--- config.mk ---
export PLATFORM = sky130hd
export DESIGN_NAME = ps2_rx_fifo
export DESIGN_NICKNAME = d
export VERILOG_FILES = /design/src/rtl/ps2_rx_fifo.sv
export SDC_FILE = /design/constraint.sdc
export NUM_CORES = 1
export LEC_CHECK = 0
export BUFFER_PORTS_ARGS = -buffer_cell sky130_fd_sc_hd__buf_2
export CORE_ASPECT_RATIO = 0.8
export CORE_MARGIN = 1
export CORE_UTILIZATION = 65
export CTS_CLUSTER_SIZE = 12
export DETAILED_ROUTE_END_ITERATION = 10
export PLACE_DENSITY = 0.85
export SETUP_SLACK_MARGIN = 0.02
export SLEW_MARGIN = 20
export SYNTH_ARGS = -nofsm -noshare
export SYNTH_HDL_FRONTEND = slang
export SYNTH_SLANG_ARGS = --single-unit
--- constraint.sdc ---
create_clock -name clk -period 4.2 [get_ports clk]
set_input_delay 0.84 -clock clk [delete_from_list [all_inputs] [get_ports clk]]
set_output_delay 0.84 -clock clk [all_outputs]
set_load 0.01 [all_outputs]
--- src/rtl/ps2_rx_fifo.sv ---
// PS/2 device-to-host receiver: input conditioning, 11-bit frame deframing, small FIFO.
// Optional PS2_RX_INHIBIT_EN: hold the PS/2 clock low while the FIFO is full and idle.
module ps2_rx_fifo #(
   parameter int FILTER_CYCLES  = 8,
   parameter int TIMEOUT_CYCLES = 100000,
   parameter int FIFO_DEPTH     = 4
) (
   input  logic       clk,
   input  logic       reset_n,
   input  logic       ps2_in__clk,
   input  logic       ps2_in__data,
   output logic       ps2_out__clk,
   output logic       ps2_out__data,
   output logic       ps2_rx__valid,
   output logic [7:0] ps2_rx__data,
   output logic       ps2_rx__error,
   input  logic       ps2_rx__ready,
   output logic       ps2_rx__overflow
);

   localparam int FW = $clog2(FILTER_CYCLES + 1);
   localparam int TW = $clog2(TIMEOUT_CYCLES + 1);
   localparam int AW = $clog2(FIFO_DEPTH);
   localparam int CW = $clog2(FIFO_DEPTH + 1);

   typedef enum logic [1:0] {
      ST_IDLE    = 2'd0,
      ST_RECEIVE = 2'd1,
      ST_CHECK   = 2'd2
   } state_t;

   // Handshake: the head entry is transferred on any cycle where valid && ready
   // are both high; data/error stay stable while valid && !ready.

   logic          clk_meta_q, clk_sync_q, data_meta_q, data_sync_q;
   logic          filt_clk_q, filt_clk_d;
   logic [FW-1:0] filt_cnt_q, filt_cnt_d;
   logic          strobe_q, strobe_d;

   state_t        state_q;
   logic [3:0]    bit_cnt_q;
   logic [7:0]    shift_q;
   logic          parity_q;
   logic          stop_q;
   logic [TW-1:0] tmo_cnt_q;
   logic          ovf_q;

   logic [8:0]    mem_q [FIFO_DEPTH];
   logic [AW-1:0] wr_ptr_q, rd_ptr_q, rd_ptr_d;
   logic [CW-1:0] count_q, count_d, remain;
   logic          valid_q, valid_d;
   logic [8:0]    head_q, head_d;

   logic          fifo_full, pop, wr_en, frame_err;

   always_ff @(posedge clk or negedge reset_n) begin
      if (!reset_n) begin
         clk_meta_q  <= 1'b1;
         clk_sync_q  <= 1'b1;
         data_meta_q <= 1'b1;
         data_sync_q <= 1'b1;
         filt_clk_q  <= 1'b1;
         filt_cnt_q  <= '0;
         strobe_q    <= 1'b0;
      end else begin
         clk_meta_q  <= ps2_in__clk;
         clk_sync_q  <= clk_meta_q;
         data_meta_q <= ps2_in__data;
         data_sync_q <= data_meta_q;
         filt_clk_q  <= filt_clk_d;
         filt_cnt_q  <= filt_cnt_d;
         strobe_q    <= strobe_d;
      end
   end

   // Any sample matching the filtered level restarts the run, so short glitches vanish.
   always_comb begin
      filt_clk_d = filt_clk_q;
      filt_cnt_d = '0;
      strobe_d   = 1'b0;
      if (clk_sync_q != filt_clk_q) begin
         if (filt_cnt_q == FW'(FILTER_CYCLES - 1)) begin
            filt_clk_d = clk_sync_q;
            strobe_d   = filt_clk_q;
         end else begin
            filt_cnt_d = filt_cnt_q + 1'b1;
         end
      end
   end

   assign fifo_full = (count_q == CW'(FIFO_DEPTH));
   assign pop       = valid_q && ps2_rx__ready;
   assign wr_en     = (state_q == ST_CHECK) && (!fifo_full || pop);
   assign frame_err = ~(^{shift_q, parity_q}) | ~stop_q;

   always_ff @(posedge clk or negedge reset_n) begin
      if (!reset_n) begin
         state_q   <= ST_IDLE;
         bit_cnt_q <= '0;
         shift_q   <= '0;
         parity_q  <= 1'b0;
         stop_q    <= 1'b0;
         tmo_cnt_q <= '0;
         ovf_q     <= 1'b0;
      end else begin
         ovf_q <= 1'b0;
         case (state_q)
            ST_IDLE: begin
               if (strobe_q && !data_sync_q) begin
                  state_q   <= ST_RECEIVE;
                  bit_cnt_q <= '0;
                  tmo_cnt_q <= '0;
               end
            end
            ST_RECEIVE: begin
               if (strobe_q) begin
                  tmo_cnt_q <= '0;
                  bit_cnt_q <= bit_cnt_q + 4'd1;
                  if (bit_cnt_q < 4'd8) begin
                     shift_q <= {data_sync_q, shift_q[7:1]};
                  end else if (bit_cnt_q == 4'd8) begin
                     parity_q <= data_sync_q;
                  end else begin
                     stop_q  <= data_sync_q;
                     state_q <= ST_CHECK;
                  end
               end else begin
                  if (tmo_cnt_q != TW'(TIMEOUT_CYCLES)) tmo_cnt_q <= tmo_cnt_q + 1'b1;
                  if (tmo_cnt_q == TW'(TIMEOUT_CYCLES - 1)) state_q <= ST_IDLE;
               end
            end
            ST_CHECK: begin
               state_q <= ST_IDLE;
               ovf_q   <= fifo_full && !pop;
            end
            default: state_q <= ST_IDLE;
         endcase
      end
   end

   always_ff @(posedge clk) begin
      if (wr_en) mem_q[wr_ptr_q] <= {frame_err, shift_q};
   end

   // The output register is loaded with whatever will be the head after this edge,
   // including a word being written into an otherwise-empty FIFO.
   always_comb begin
      rd_ptr_d = rd_ptr_q + AW'(pop);
      count_d  = count_q + CW'(wr_en) - CW'(pop);
      remain   = count_q - CW'(pop);
      valid_d  = 1'b1;
      head_d   = mem_q[rd_ptr_d];
      if (remain == '0) begin
         valid_d = wr_en;
         head_d  = {frame_err, shift_q};
      end
   end

   always_ff @(posedge clk or negedge reset_n) begin
      if (!reset_n) begin
         wr_ptr_q <= '0;
         rd_ptr_q <= '0;
         count_q  <= '0;
         valid_q  <= 1'b0;
         head_q   <= '0;
      end else begin
         wr_ptr_q <= wr_ptr_q + AW'(wr_en);
         rd_ptr_q <= rd_ptr_d;
         count_q  <= count_d;
         valid_q  <= valid_d;
         if (valid_d) head_q <= head_d;
      end
   end

`ifdef PS2_RX_INHIBIT_EN
   logic out_clk_q;

   always_ff @(posedge clk or negedge reset_n) begin
      if (!reset_n) out_clk_q <= 1'b1;
      else          out_clk_q <= !(fifo_full && state_q == ST_IDLE);
   end

   assign ps2_out__clk = out_clk_q;
`else
   assign ps2_out__clk = 1'b1;
`endif

   assign ps2_out__data    = 1'b1;
   assign ps2_rx__valid    = valid_q;
   assign ps2_rx__data     = head_q[7:0];
   assign ps2_rx__error    = head_q[8];
   assign ps2_rx__overflow = ovf_q;

endmodule
==> results of run 1 <==
-- layout make-up --
type,count,share of cell area
inverter,13,0.01032
clock inverter,7,0.01244
sequential,97,0.5529
clock buffer,9,0.02620
multi-input combinational,209,0.3563
timing repair buffer,17,0.01959
tap,84,0.02223
-- sequential cells by signal, indices dropped and copies added (netlist names), 2 cells and up --
signal,count
bit_cnt_q,4
count_q,3
filt_cnt_q,4
head_q,9
mem_q,36
rd_ptr_q,2
shift_q,8
state_q,2
tmo_cnt_q,17
wr_ptr_q,2
-- Yosys cell counts, types with 5 or more instances --
library cell,instances,area [µm²]
a21oi_1,5,25.02
and3_1,5,31.28
dfrtp_1,56,1401
dfstp_2,5,131.4
edfxtp_1,36,1081
ha_1,10,125.1
inv_1,13,48.80
mux2_2,10,112.6
mux2i_1,8,80.08
mux4_2,9,202.7
nand2_1,22,82.58
nand2b_1,6,37.54
nand3_1,11,55.05
nor2_1,17,63.81
nor3_1,5,25.02
o21ai_0,12,60.06
o21ai_1,11,55.05
xnor2_1,12,105.1
-- per-layer routing --
metal  up-vias  routed length, µm  GRT usage
met1      1328               3809     0.3731
met3         7                328    0.05589
met2        71               3737     0.3844
met5         -                  0          0
met4         0                 56    0.07179
li1       1238                  -          -
-- layout by cell type, fill, tap and decap left out, drive strengths merged, types with 8 or more instances in the layout --
cell type  Yosys  final
clkbuf         2      9
ha            10     10
nand3         14     14
xnor2         12     12
inv           13     18
edfxtp        36     36
dfrtp         56     56
nor2          18     18
buf            9     17
nand2         22     22
mux2i          8      8
o21ai         24     24
mux2          11     11
mux4           9      9
-- stage by stage --
step	hold slack, ns	cell area [µm²]	std cells	utilization	setup slack [ns]
2_1_floorplan	0.3452	4415	330	-	1.496
3_3_place_gp	0.3473	4542	420	0.7016	1.248
3_5_place_dp	0.3468	4542	420	0.7016	1.138
4_1_cts	0.3605	4725	436	0.7298	1.441
5_1_grt	0.3660	4727	436	0.7302	1.223
6_report	0.3599	4727	436	0.7302	1.446
-- worst paths after layout --
check                       startpoint          end  cells after the start
max                         state_q[0]   count_q[2]                     10
min in group asynchronous      reset_n   count_q[1]                      1
min reg2reg                data_meta_q  data_sync_q                      0
min                        data_meta_q  data_sync_q                      0
max reg2reg                 state_q[0]   count_q[2]                     10
max in group asynchronous      reset_n  data_sync_q                      2
-- power breakdown --
group | leakage, nW | internal [mW] | switching [mW] | total (mW)
registers | 1.09 | 1.08 | 0.0664 | 1.14
clock network | 0.0929 | 0.227 | 0.343 | 0.570
logic | 0.721 | 0.294 | 0.314 | 0.608
total | 1.91 | 1.60 | 0.724 | 2.32
-- cell families after synthesis --
family / after synthesis / share of synthesized area
compound gates: 56 / 0.09557
other cells: 1 / 0.0008500
fa+ha+maj: 11 / 0.03290
mux: 28 / 0.09217
buf+inv: 24 / 0.02666
simple gates: 94 / 0.1188
xor+xnor: 18 / 0.04056
flops: 97 / 0.5925
==> results.ini, run 1 <==
[clock_network]
cts_buffers = 9
post_cts_resized = 0
cts_hold_buffers = 0
clock_insertion_delay_worst_skew_ns = 0.36
htreeDepth = 3
postCtsSetupBuffers = 0
cts_buffer_depth = 2
cts.reportedPaths.clkPinSlew_ns = 0.10
clock_sinks = 97
clockRootBuffer = clkbuf_8
cts_tree = done

[pwr]
leakagePower_nw = 1.907
ir_drop_uv = 348.7
power_density_nw_per_um2 = 490.9
p_total_mw = 2.320

[global_routing]
overflow = 0
grt_use_total = 0.2519
grt_max_degree = 44
grt_antenna_before_repair = 0
first_global_vias = 2463
grt_pass1_wl_um = 12900

[floorplanning]
fp.dieW_um = 94.11
io-pin-count = 18
core_um2 = 6474
start_util = 0.6815
dieArea_um2 = 7123
die_y_um = 75.69
row_count = 26

[routing]
drt_wl_total_um = 7931
viasPerCell = 6.064
dr.pass1.iters = 5
drc_errors = 0
wire_per_inst_um = 18.19
vias = 2644
final_antenna_net_count = 0
detail_route.iter0.violations = 191

[setup_path]
cp_cell_sequence = nand2b_1 -> a31oi_4 -> inv_1 -> ha_1 -> inv_1 -> ha_1 -> inv_1 -> fa_1 -> xnor2_1 -> xnor2_1
cp_common_cell = inv_1
cp_max_fo = 16
reg2reg_setup_slack_ns = 1.45
critPathKind = register to register
critPathLaunchType = register
cpMaxStageDelayCell = a31oi_4
endpoint_kind = register
critical-path-max-stage-delay_ns = 0.56
crit_buf_inv = 3
cp.arrival_ns = 3.05
worst_ep_required_time_ns = 4.49
crit_family = adder cells

[cells_and_area]
regArea_um2 = 2614
area_growth_pct = 7.147
layout-drive-gt1-share = 0.2159
antennaDiodeCount = 0
fillers = 421
multi_input_area_um2 = 1684
final_nets = 363

[yosys]
synth_seq_cells = 97
syn-cell-area_um2 = 4412
syn_inst = 329
synth_ff_type = dfrtp_1
synth-edff-count = 36
synth-async-reset-ratio = 0.6289
avgSynthCellArea_um2 = 13.41
ys_seq_area_frac = 0.5925
synth_cell_types = 61
yosysWarnings = 0

[worst_hold_path]
hold_class = register to register

[place]
dp_hpwl_um = 5389
port_buffers = 15
gp_congestion = 0.8197

[sta]
fin_crit_ns = 2.754
report.final.slew_viol_count = 0
setup_viol = 0
fmax_ghz = 0.3631
max-slew-margin-rel = 0.3465
hold_viol_final = 0
finalCritPeriodShare = 0.6557
fin_setup_tns_ns = 0
rsz0062_at_grt = false
skew_ns = 0.01329
worstMarginPinSlew_ns = 0.9767

[status]
outcome = finished clean

[run]
cap_violations = 0

(Power assumes the default switching activity.)
==> inputs of run 2 (changes only) <==
--- a/config.mk
+++ b/config.mk
@@ -8,10 +8,10 @@
 export BUFFER_PORTS_ARGS = -buffer_cell sky130_fd_sc_hd__buf_2
 export CORE_ASPECT_RATIO = 0.8
 export CORE_MARGIN = 1
-export CORE_UTILIZATION = 65
+export CORE_UTILIZATION = 55
 export CTS_CLUSTER_SIZE = 12
 export DETAILED_ROUTE_END_ITERATION = 10
-export PLACE_DENSITY = 0.85
+export PLACE_DENSITY = 0.77
 export SETUP_SLACK_MARGIN = 0.02
 export SLEW_MARGIN = 20
 export SYNTH_ARGS = -nofsm -noshare
==> constraint.sdc (replaced) <==
create_clock -name clk -period 2.5 [get_ports clk]
set_input_delay 0.5 -clock clk [delete_from_list [all_inputs] [get_ports clk]]
set_output_delay 0.5 -clock clk [all_outputs]
set_load 0.01 [all_outputs]
==> results.ini, run 2 (synthesized netlist as in run 1, its figures left out) <==
[clock_network]
clockRootBuffer = clkbuf_8
cts_buffers = 9  ; unchanged
postCtsSetupBuffers = 0  ; unchanged
cts_tree = done
post_cts_resized = 0  ; unchanged
clock_sinks = 97  ; unchanged
cts.reportedPaths.clkPinSlew_ns = 0.10  ; about the same
cts_buffer_depth = 2  ; unchanged
cts_hold_buffers = 0  ; unchanged
htreeDepth = 3  ; unchanged
clock_insertion_delay_worst_skew_ns = 0.36  ; about the same

[routing]
detail_route.iter0.violations = 164  ; -14%
vias = 2607  ; -1.4%
dr.pass1.iters = 4  ; -1
drt_wl_total_um = 7639  ; -3.7%
drc_errors = 0  ; unchanged
wire_per_inst_um = 16.39  ; -9.9%
final_antenna_net_count = 0  ; unchanged
viasPerCell = 5.594  ; -7.7%

[setup_path]
reg2reg_setup_slack_ns = 0.24  ; -1.21 ns
crit_start = state_q[0]
worst_ep_required_time_ns = 2.73  ; -1.76 ns
endpoint_kind = register
r2r-start = state_q[0]
cp.arrival_ns = 2.50  ; -0.55 ns
critPathLaunchType = register
cp_max_fo = 9  ; -7
cp_cell_sequence = nand2b_1 -> a31oi_4 -> inv_1 -> ha_1 -> inv_1 -> ha_1 -> inv_1 -> fa_1 -> xnor2_1 -> xnor2_1
critPathKind = register to register
critical-path-max-stage-delay_ns = 0.48  ; -0.08 ns
cp_common_cell = inv_1
cpMaxStageDelayCell = dfrtp_1

[pwr]
p_int_mw = 2.843  ; +78%
ir_drop_uv = 592.2  ; +70%
power_density_nw_per_um2 = 829.6  ; +69%
p_sw_frac = 0.2925  ; -0.01931
p_switching_mw = 1.175  ; +62%
leakagePower_nw = 1.966  ; +3.1%
combPwrFrac = 0.262  ; about the same
power.share.sequential = 0.477  ; -0.015
clockPowerShare = 0.261  ; +0.015
p_total_mw = 4.018  ; +73%

[cells_and_area]
antennaDiodeCount = 0  ; unchanged
largest_reg_flops = 36  ; unchanged
final_nets = 372  ; +2.5%
mostFrequentLayoutCells = dfrtp_1 (56), edfxtp_1 (36), nand2_1 (22)
top_regs = mem_q: 36 flops, tmo_cnt_q: 17 flops, head_q: 9 flops
final_common_cell = dfrtp_1
largest_register = mem_q
fillers = 580  ; +38%
layout-drive-gt1-share = 0.2355  ; +0.01955
area_growth_pct = 9.785

[sta]
report.final.slew_viol_count = 0  ; unchanged
finalCritPeriodShare = 0.9040  ; +0.2483
postLayoutSetupSlackWorst_ns = 0.2399  ; -1.206 ns
fin_setup_tns_ns = 0  ; unchanged
hold_viol_final = 0  ; unchanged
skew_ns = 0.01333  ; +0.00003770 ns
worstMarginPinSlew_ns = 0.7867  ; -0.1900 ns
fin_crit_ns = 2.260  ; -0.4938 ns
fmax_ghz = 0.4425  ; +22%
setup_viol = 0  ; unchanged
rsz0062_at_grt = false
max-slew-margin-rel = 0.4755  ; +0.1291

[global_routing]
grt_antenna_before_repair = 0  ; unchanged
grt_pass1_wl_um = 12930  ; +0.21%
overflow = 0  ; unchanged
grt_max_degree = 62  ; +41%
first_global_vias = 2605  ; +5.8%
grt_use_total = 0.2094  ; -0.04248

[floorplanning]
start_util = 0.5830  ; -0.09848
dieArea_um2 = 8386  ; +18%
core_um2 = 7567  ; +17%
die_y_um = 82.11  ; +8.5%
row_count = 28  ; +7.7%
fp.dieW_um = 102.1  ; +8.5%
io-pin-count = 18  ; unchanged

[worst_hold_path]
holdCritStartpoint = ps2_in__clk
hold_class = input pin to register

[place]
dp_hpwl_um = 5145  ; -4.5%
gp_congestion = 0.8821  ; +7.6%
port_buffers = 15  ; unchanged
pre_cts_slack_ns = 0.2839  ; -0.8546 ns

[status]
outcome = finished clean

[run]
cap_violations = 0  ; unchanged

[run 2: cell count changes in the layout (fill, tap and decap cells not counted), sizes merged]
cell,change
buf,+9
bufinv,+1
inv,-1
[run 2: routing by layer]
metal	track usage	wire (µm)
met5	0	0
met4	0.04857	42
met3	0.05808	335
met2	0.3255	3603
met1	0.2971	3657
[run 2: through the flow]
stage               hold slack (ns)    util  std cells  instance area, µm²
finish                       0.2454  0.6400        466                4843
global route                 0.2112  0.6400        466                4843
CTS                          0.2211  0.6400        466                4843
detailed placement           0.3484  0.6126        450                4636
floorplan                    0.2044       -        330                4415
global placement             0.3458  0.6126        450                4636
[run 2: area by class of cell]
cell class | count | area (µm²) | area share
Tap cell | 105 | 131.4 | 0.02712
Inverter | 13 | 48.80 | 0.01007
Timing Repair Buffer | 26 | 157.7 | 0.03255
Multi-Input combinational cell | 209 | 1684 | 0.3477
Clock inverter | 7 | 83.83 | 0.01731
Sequential cell | 97 | 2614 | 0.5397
Clock buffer | 9 | 123.9 | 0.02557
[run 2: power groups by stage]
stage / registers (mW) / clock network (mW) / logic (mW)
final: 1.92 / 1.05 / 1.05
after global routing: 1.94 / 1.14 / 1.19
after detailed placement: 1.95 / 0 / 1.07
after floorplan: 1.97 / 0 / 0.741
after global placement: 1.95 / 0 / 1.04
after CTS: 1.92 / 1.08 / 1.07
[run 2: path summary, 6_finish.rpt]
| kind | endpoint | depth (start not counted) |
|---|---|---|
| setup / recovery | count_q[2] | 10 |
| hold / removal | clk_meta_q | 1 |
| max in group asynchronous | count_q[0] | 2 |
| setup reg to reg | count_q[2] | 10 |
| hold reg to reg | clk_sync_q | 0 |
| min in group asynchronous | head_q[3] | 2 |
[run 2: critical path: cells and delay by family, from the launching register on]
family / cells / cell delay, ns
fa+ha+maj: 3 / 0.78
xor+xnor: 2 / 0.28
compound gates: 1 / 0.18
flops: 1 / 0.48
buf+inv: 3 / 0.19
simple gates: 1 / 0.25
